File: src/rtl/multdiv_pkg.sv
// multdiv shared types and constants.
// Iteration count, widths and FSM encoding.
package multdiv_pkg;

  localparam int MD_WIDTH = 32;
  localparam int MD_ITERS = 32;
  localparam logic [MD_WIDTH-1:0] MD_INT_MIN = 32'h8000_0000;

  typedef logic [4:0] cnt_t;

  localparam cnt_t MD_LAST = cnt_t'(MD_ITERS - 1);

  typedef enum logic [1:0] {
    IDLE,
    MULT,
    DIV,
    DONE
  } state_t;

endpackage

File: src/rtl/multdiv_if.sv
// multdiv processor-side bundle.
// Operands and start pulses in, result and strobe out.
interface multdiv_if;
  import multdiv_pkg::*;

  logic [MD_WIDTH-1:0] data_operandA;
  logic [MD_WIDTH-1:0] data_operandB;
  logic                ctrl_MULT;
  logic                ctrl_DIV;
  logic [MD_WIDTH-1:0] data_result;
  logic                data_exception;
  logic                data_resultRDY;

  modport master (
    output data_operandA,
    output data_operandB,
    output ctrl_MULT,
    output ctrl_DIV,
    input  data_result,
    input  data_exception,
    input  data_resultRDY
  );

  modport slave (
    input  data_operandA,
    input  data_operandB,
    input  ctrl_MULT,
    input  ctrl_DIV,
    output data_result,
    output data_exception,
    output data_resultRDY
  );

endinterface

File: src/rtl/multdiv_div_core.sv
// Restoring divider on unsigned magnitudes.
// One quotient bit per step; quot_next is the post-step quotient.
module div_core
  import multdiv_pkg::*;
(
  input  logic                clock,
  input  logic                reset,
  input  logic                load,
  input  logic                step,
  input  logic [MD_WIDTH-1:0] dividend,
  input  logic [MD_WIDTH-1:0] divisor,
  output logic [MD_WIDTH-1:0] quot_next
);

  logic [MD_WIDTH-1:0] rem;
  logic [MD_WIDTH-1:0] quo;
  logic [MD_WIDTH-1:0] dvs;
  logic [MD_WIDTH:0]   rem_shift;
  logic [MD_WIDTH-1:0] rem_next;
  logic                fits;

  // Shift in the next dividend bit, subtract if it fits, else restore
  always_comb begin
    rem_shift = {rem, quo[MD_WIDTH-1]};
    fits      = rem_shift >= {1'b0, dvs};
    rem_next  = rem_shift[MD_WIDTH-1:0];
    quot_next = {quo[MD_WIDTH-2:0], 1'b0};
    if (fits) begin
      rem_next     = MD_WIDTH'(rem_shift - {1'b0, dvs});
      quot_next[0] = 1'b1;
    end
  end

  // Load magnitudes on start, advance one bit per step
  always_ff @(posedge clock or posedge reset) begin
    if (reset) begin
      rem <= '0;
      quo <= '0;
      dvs <= '0;
    end else if (load) begin
      rem <= '0;
      quo <= dividend;
      dvs <= divisor;
    end else if (step) begin
      rem <= rem_next;
      quo <= quot_next;
    end
  end

endmodule

File: src/rtl/multdiv.sv
// Iterative signed 32-bit multiply/divide, 32 cycles per op.
// MULTDIV_DIV_EN builds the divider; otherwise DIV traps.
module multdiv
  import multdiv_pkg::*;
(
  input logic      clock,
  input logic      reset,
  multdiv_if.slave bus
);

  state_t                state;
  cnt_t                  count;
  logic [MD_WIDTH-1:0]   mcand;
  logic [2*MD_WIDTH:0]   prod;
  logic [2*MD_WIDTH:0]   prod_next;
  logic [MD_WIDTH:0]     booth_sum;
  logic                  start;
  logic                  last;
  logic [MD_WIDTH-1:0]   div_res;
  logic                  div_exc;

  assign start = bus.ctrl_MULT | bus.ctrl_DIV;
  assign last  = (count == MD_LAST);

  // Booth step: 33-bit add keeps INT_MIN multiplicands exact
  always_comb begin
    booth_sum = {prod[2*MD_WIDTH], prod[2*MD_WIDTH:MD_WIDTH+1]};
    case (prod[1:0])
      2'b01:   booth_sum = booth_sum + {mcand[MD_WIDTH-1], mcand};
      2'b10:   booth_sum = booth_sum - {mcand[MD_WIDTH-1], mcand};
      default: booth_sum = booth_sum;
    endcase
    prod_next = {booth_sum, prod[MD_WIDTH:1]};
  end

`ifdef MULTDIV_DIV_EN
  logic                div_neg;
  logic                div_zero;
  logic                div_ovf;
  logic [MD_WIDTH-1:0] mag_a;
  logic [MD_WIDTH-1:0] mag_b;
  logic [MD_WIDTH-1:0] quot_next;

  assign mag_a = bus.data_operandA[MD_WIDTH-1] ?
                 -bus.data_operandA : bus.data_operandA;
  assign mag_b = bus.data_operandB[MD_WIDTH-1] ?
                 -bus.data_operandB : bus.data_operandB;

  // Capture quotient sign and special cases at the start edge
  always_ff @(posedge clock or posedge reset) begin
    if (reset) begin
      div_neg  <= 1'b0;
      div_zero <= 1'b0;
      div_ovf  <= 1'b0;
    end else if (start) begin
      div_neg  <= bus.data_operandA[MD_WIDTH-1] ^
                  bus.data_operandB[MD_WIDTH-1];
      div_zero <= (bus.data_operandB == '0);
      div_ovf  <= (bus.data_operandA == MD_INT_MIN) &&
                  (bus.data_operandB == '1);
    end
  end

  div_core u_div (
    .clock     (clock),
    .reset     (reset),
    .load      (start),
    .step      (state == DIV),
    .dividend  (mag_a),
    .divisor   (mag_b),
    .quot_next (quot_next)
  );

  // Signed fix-up of the final quotient, special cases override
  always_comb begin
    div_res = div_neg ? -quot_next : quot_next;
    div_exc = 1'b0;
    if (div_zero) begin
      div_res = '0;
      div_exc = 1'b1;
    end else if (div_ovf) begin
      div_res = MD_INT_MIN;
      div_exc = 1'b1;
    end
  end
`else
  assign div_res = '0;
  assign div_exc = 1'b1;
`endif

  // Control FSM, multiplier datapath and registered outputs
  always_ff @(posedge clock or posedge reset) begin
    if (reset) begin
      state              <= IDLE;
      count              <= '0;
      mcand              <= '0;
      prod               <= '0;
      bus.data_result    <= '0;
      bus.data_exception <= 1'b0;
      bus.data_resultRDY <= 1'b0;
    end else begin
      bus.data_resultRDY <= 1'b0;
      if (start) begin
        state <= bus.ctrl_MULT ? MULT : DIV;
        count <= '0;
        mcand <= bus.data_operandA;
        prod  <= {{MD_WIDTH{1'b0}}, bus.data_operandB, 1'b0};
      end else begin
        unique case (state)
          MULT: begin
            prod  <= prod_next;
            count <= count + 5'd1;
            if (last) begin
              state              <= DONE;
              bus.data_result    <= prod_next[MD_WIDTH:1];
              bus.data_exception <=
                prod_next[2*MD_WIDTH:MD_WIDTH+1] !=
                {MD_WIDTH{prod_next[MD_WIDTH]}};
              bus.data_resultRDY <= 1'b1;
            end
          end
          DIV: begin
            count <= count + 5'd1;
            if (last) begin
              state              <= DONE;
              bus.data_result    <= div_res;
              bus.data_exception <= div_exc;
              bus.data_resultRDY <= 1'b1;
            end
          end
          DONE:    state <= IDLE;
          default: state <= IDLE;
        endcase
      end
    end
  end

endmodule

File: src/flat_wrapper.sv
// flat-port wrapper written by rule: the top's interface ports become plain ports
module multdiv_flat import multdiv_pkg::*;
  (clock, reset, bus_data_operandA, bus_data_operandB, bus_ctrl_MULT, bus_ctrl_DIV, bus_data_result, bus_data_exception, bus_data_resultRDY);
  multdiv_if bus_i ();
  input logic clock;
  input logic reset;
  input wire logic [$bits(bus_i.data_operandA)-1:0] bus_data_operandA;
  input wire logic [$bits(bus_i.data_operandB)-1:0] bus_data_operandB;
  input wire logic [$bits(bus_i.ctrl_MULT)-1:0] bus_ctrl_MULT;
  input wire logic [$bits(bus_i.ctrl_DIV)-1:0] bus_ctrl_DIV;
  output wire logic [$bits(bus_i.data_result)-1:0] bus_data_result;
  output wire logic [$bits(bus_i.data_exception)-1:0] bus_data_exception;
  output wire logic [$bits(bus_i.data_resultRDY)-1:0] bus_data_resultRDY;
  assign bus_i.data_operandA = bus_data_operandA;
  assign bus_i.data_operandB = bus_data_operandB;
  assign bus_i.ctrl_MULT = bus_ctrl_MULT;
  assign bus_i.ctrl_DIV = bus_ctrl_DIV;
  assign bus_data_result = bus_i.data_result;
  assign bus_data_exception = bus_i.data_exception;
  assign bus_data_resultRDY = bus_i.data_resultRDY;
  multdiv u_core (.clock(clock), .reset(reset), .bus(bus_i));
endmodule
File: config.mk
export PLATFORM = sky130hd
export DESIGN_NAME = multdiv_flat
export DESIGN_NICKNAME = d
export VERILOG_FILES = /design/src/rtl/multdiv_pkg.sv /design/src/rtl/multdiv_if.sv /design/src/rtl/multdiv_div_core.sv /design/src/rtl/multdiv.sv /design/src/flat_wrapper.sv
export SDC_FILE = /design/constraint.sdc
export NUM_CORES = 1
export LEC_CHECK = 0
export ABC_CLOCK_PERIOD_IN_PS = 6800
export CAP_MARGIN = 15
export CORE_UTILIZATION = 57
export DETAILED_ROUTE_END_ITERATION = 12
export PLACE_DENSITY = 0.81
export SLEW_MARGIN = 10
export SYNTH_ARGS = -nofsm -noshare
export SYNTH_HDL_FRONTEND = slang
export SYNTH_HIERARCHICAL = 1
export SYNTH_SLANG_ARGS = --single-unit
File: constraint.sdc
create_clock -name clock -period 6.8 [get_ports clock]
set_input_delay 1.7 -clock clock [delete_from_list [all_inputs] [get_ports clock]]
set_output_delay 1.7 -clock clock [all_outputs]
set_load 0.01 [all_outputs]
==> flow_summary.ini <==
[logic_synthesis]
synthFlopType = dfrtp_1
synth_cell_types = 63
synth_async_sr_flop_share = 1.00
synth_compound_area_frac = 0.167
yosys.area_share.simple = 0.218
synth_top_family_by_area = simple AND/OR/NAND/NOR gates
ys_top_cells_by_count = 180 x nand2_1, 138 x dfrtp_1, 92 x nor2_1
syn_area_per_cell_um2 = 8.66
synthMuxAreaShare = 0.0686
synth.largest_area_cell = dfrtp_1
synth_seq_area_share = 0.400
synth_cells = 997
syn-cell-area_mm2 = 0.00863
synth_edf_count = 0
yosysMostFrequentCell = nand2_1
synthDominantCellAreaShare = 0.400
synth_fa_ha_area_frac = 0.0574
yosys_register_bits = 138
yosys_warnings = 6
synthXorXnorAreaFrac = 0.0568
synth.area.top_cells = dfrtp_1 40%, nand2_1 7.8%, mux2i_1 6.0%
syn-num-nets = 1104

[clock_tree]
cts_tree = done
ctsResizeCount = 0
clk_pin_slew_worst_paths_ns = 0.06
hold_buffers = 0
cts_buffer_depth = 2
worstSkewPairLatency_ns = 0.42
clock-sinks = 138
root_buffer = clkbuf_16
h-tree-depth = 4
numCtsBuffers = 17
cts_post_setup_buffers_inserted = 0

[power_and_ir_drop]
combPwrFrac = 0.305
power_density_mw_per_mm2 = 274
seqPwrFrac = 0.359
p_leak_nw = 4.69
p_sw_frac = 0.323
p_int_mw = 1.92
p_sw_mw = 0.915
power.share.clock = 0.335
worst_ir_drop_vdd_v = 0.000200

[setup_path]
worstPathArrival_ns = 5.19
required_ns = 7.07
cp-startpoint = u_core/mcand[7]
r2r_end = u_core/bus.data_exception
cp_slowest_cell = nor4_1
crit_fanout = 7
start_kind = flop
critPathMaxStageDelay_ns = 0.61
crit_end = u_core/bus.data_exception
reg2reg_slack_ns = 1.88
end_kind = flop
path_cells = nor3_1 -> nand2_1 -> nor4_1 -> and2_1 -> a21oi_1 -> xnor2_1 -> ha_1 -> o21ai_0 -> nor2_1 -> nor3_1 -> nand4_2 -> a31o_2 -> a211oi_1 -> nand4_1 -> nor2_1 -> and4_1 -> mux2_4 -> a32oi_2
reg2reg_depth = 18
critPathKind = reg2reg
r2r-start = u_core/mcand[7]

[cells_and_area]
finish.net_count = 1175
fill_cells = 1122
multi_input_area_mm2 = 0.00493
syn_to_final_growth_pct = 20.0
final_cells = 1265
drive_gt1_frac = 0.0638
register_area_mm2 = 0.00345
antenna_cells = 0

[global_route]
grt_pass1_vias = 7220
antenna_found_initial = 0
grt_max_degree = 106
grt_pass1_wl_um = 34700
grt_overflow_total = 0
track_usage = 0.274

[timing]
relSlewSlack = 0.248
period_share = 0.724
setup_viol = 0
rsz0062_at_grt = no
worst_slew_pin_slew_ns = 1.13
clock_skew_ns = 0.00870
timing.hold.ws_ns = 0.479
period_needed_ns = 4.92
maxSlewViolCount = 0
hold_viol_final = 0
fmax_mhz = 203
worst_slack_ns = 1.88
tns_ns = 0

[routing]
vias = 7384
ant_nets = 0
wire_per_inst_um = 16.0
routed_via_density = 5.84
finalWirelength_um = 20300
drc = 2
first_pass_iters = 9
first_iter_violations = 545

[job]
drv_cap = 0

[status]
outcome = complete, but fails checks
violations = DRC

[floorplan]
core.rowCount = 44
dieHeight_um = 125
fp.dieW_um = 125
top_level_ports = 102
die_area_mm2 = 0.0156
coreArea_mm2 = 0.0146
start_util = 0.589

[placement]
portBuffers = 101
dp_hpwl_um = 13800
dpl_worst_slack_ns = 2.04
place.gp.congestion = 0.909
dpl.cell_count = 1233

[worst_hold_path]
hold_class = reg2reg
layer usage:
layer  global-route usage  routed length, um  vias to the layer above
li1                     -                  -                     3620
met5                    0                  0                        -
met2                0.444               9550                      222
met1                0.353               8790                     3508
met4                0.103                505                        0
met3               0.0715               1420                       34
cell usage in the layout, fill, tap and decap left out, types with 10 or more instances in the layout:
cell type	count
nor4_1	10
xor2_1	11
clkbuf_16	17
nand2_1	180
a21oi_1	53
mux2i_1	52
o21ai_0	88
dfrtp_1	138
nand3_1	12
ha_1	36
nor2_1	91
inv_1	16
nor3_1	20
xnor2_1	45
nand2b_1	37
a21o_1	15
a211oi_1	25
clkdlybuf4s50_1	101
worst min path at each step:
| stage | cells after the start | slack, ns | startpoint | endpoint |
|---|---|---|---|---|
| 6_report | 2 | 0.48 | u_core/bus.data_result[29] | u_core/bus.data_result[29] |
| 5_1_grt | 2 | 0.52 | u_core/bus.data_result[26] | u_core/bus.data_result[26] |
| 4_1_cts | 2 | 0.48 | u_core/bus.data_result[29] | u_core/bus.data_result[29] |
| 3_5_place_dp | 2 | 0.47 | u_core/bus.data_result[29] | u_core/bus.data_result[29] |
| 3_3_place_gp | 2 | 0.46 | u_core/bus.data_result[0] | u_core/bus.data_result[0] |
| 2_1_floorplan | 2 | 0.48 | u_core/mcand[23] | u_core/mcand[23] |
power by group through the flow:
| stage | logic (mW) | registers (mW) | clock network (mW) |
|---|---|---|---|
| 6_report | 0.865 | 1.02 | 0.950 |
| 2_1_floorplan | 0.539 | 1.04 | 0 |
| 4_1_cts | 0.862 | 1.02 | 0.963 |
| 3_3_place_gp | 0.832 | 1.03 | 0 |
| 3_5_place_dp | 0.853 | 1.03 | 0 |
| 5_1_grt | 0.954 | 1.03 | 1.00 |
layout make-up:
type / count / area share
multi-input cells: 787 / 0.476
flip-flops and latches: 138 / 0.334
repair buffers: 107 / 0.102
clock buffers: 19 / 0.0428
well taps: 184 / 0.0222
clock inverters: 13 / 0.0162
inverters: 17 / 0.00665
flip-flops by register name (all words and copies together), names as in the netlist:
signal                     count
u_core/bus.data_exception      1
u_core/bus.data_result        32
u_core/bus.data_resultRDY      1
u_core/count                   5
u_core/mcand                  32
u_core/prod                   65
u_core/state                   2
per-stage QoR:
step	util	power (mW)	cell area, um^2
final	0.707	2.83	10400
after global routing	0.707	2.99	10400
after CTS	0.707	2.84	10400
after detailed placement	0.665	1.88	9740
after global placement	0.665	1.86	9740
after floorplan	-	1.58	8630
worst max-delay path, delay by kind of cell (launching register included):
family          cells  cell delay [ns]
mux                 1             0.14
xor+xnor            1             0.16
fa+ha+maj           1             0.36
flops               1             0.41
simple gates       10             2.51
compound gates      5             1.19
cell families (layout without fill, tap and decap cells):
kind of cell | count (synthesis) | after routing
flops | 138 | 138
mux | 58 | 58
buf+inv | 72 | 156
compound gates | 229 | 229
fa+ha+maj | 39 | 39
xor+xnor | 56 | 56
simple gates | 405 | 405
Power figures use the tool's default switching activity.
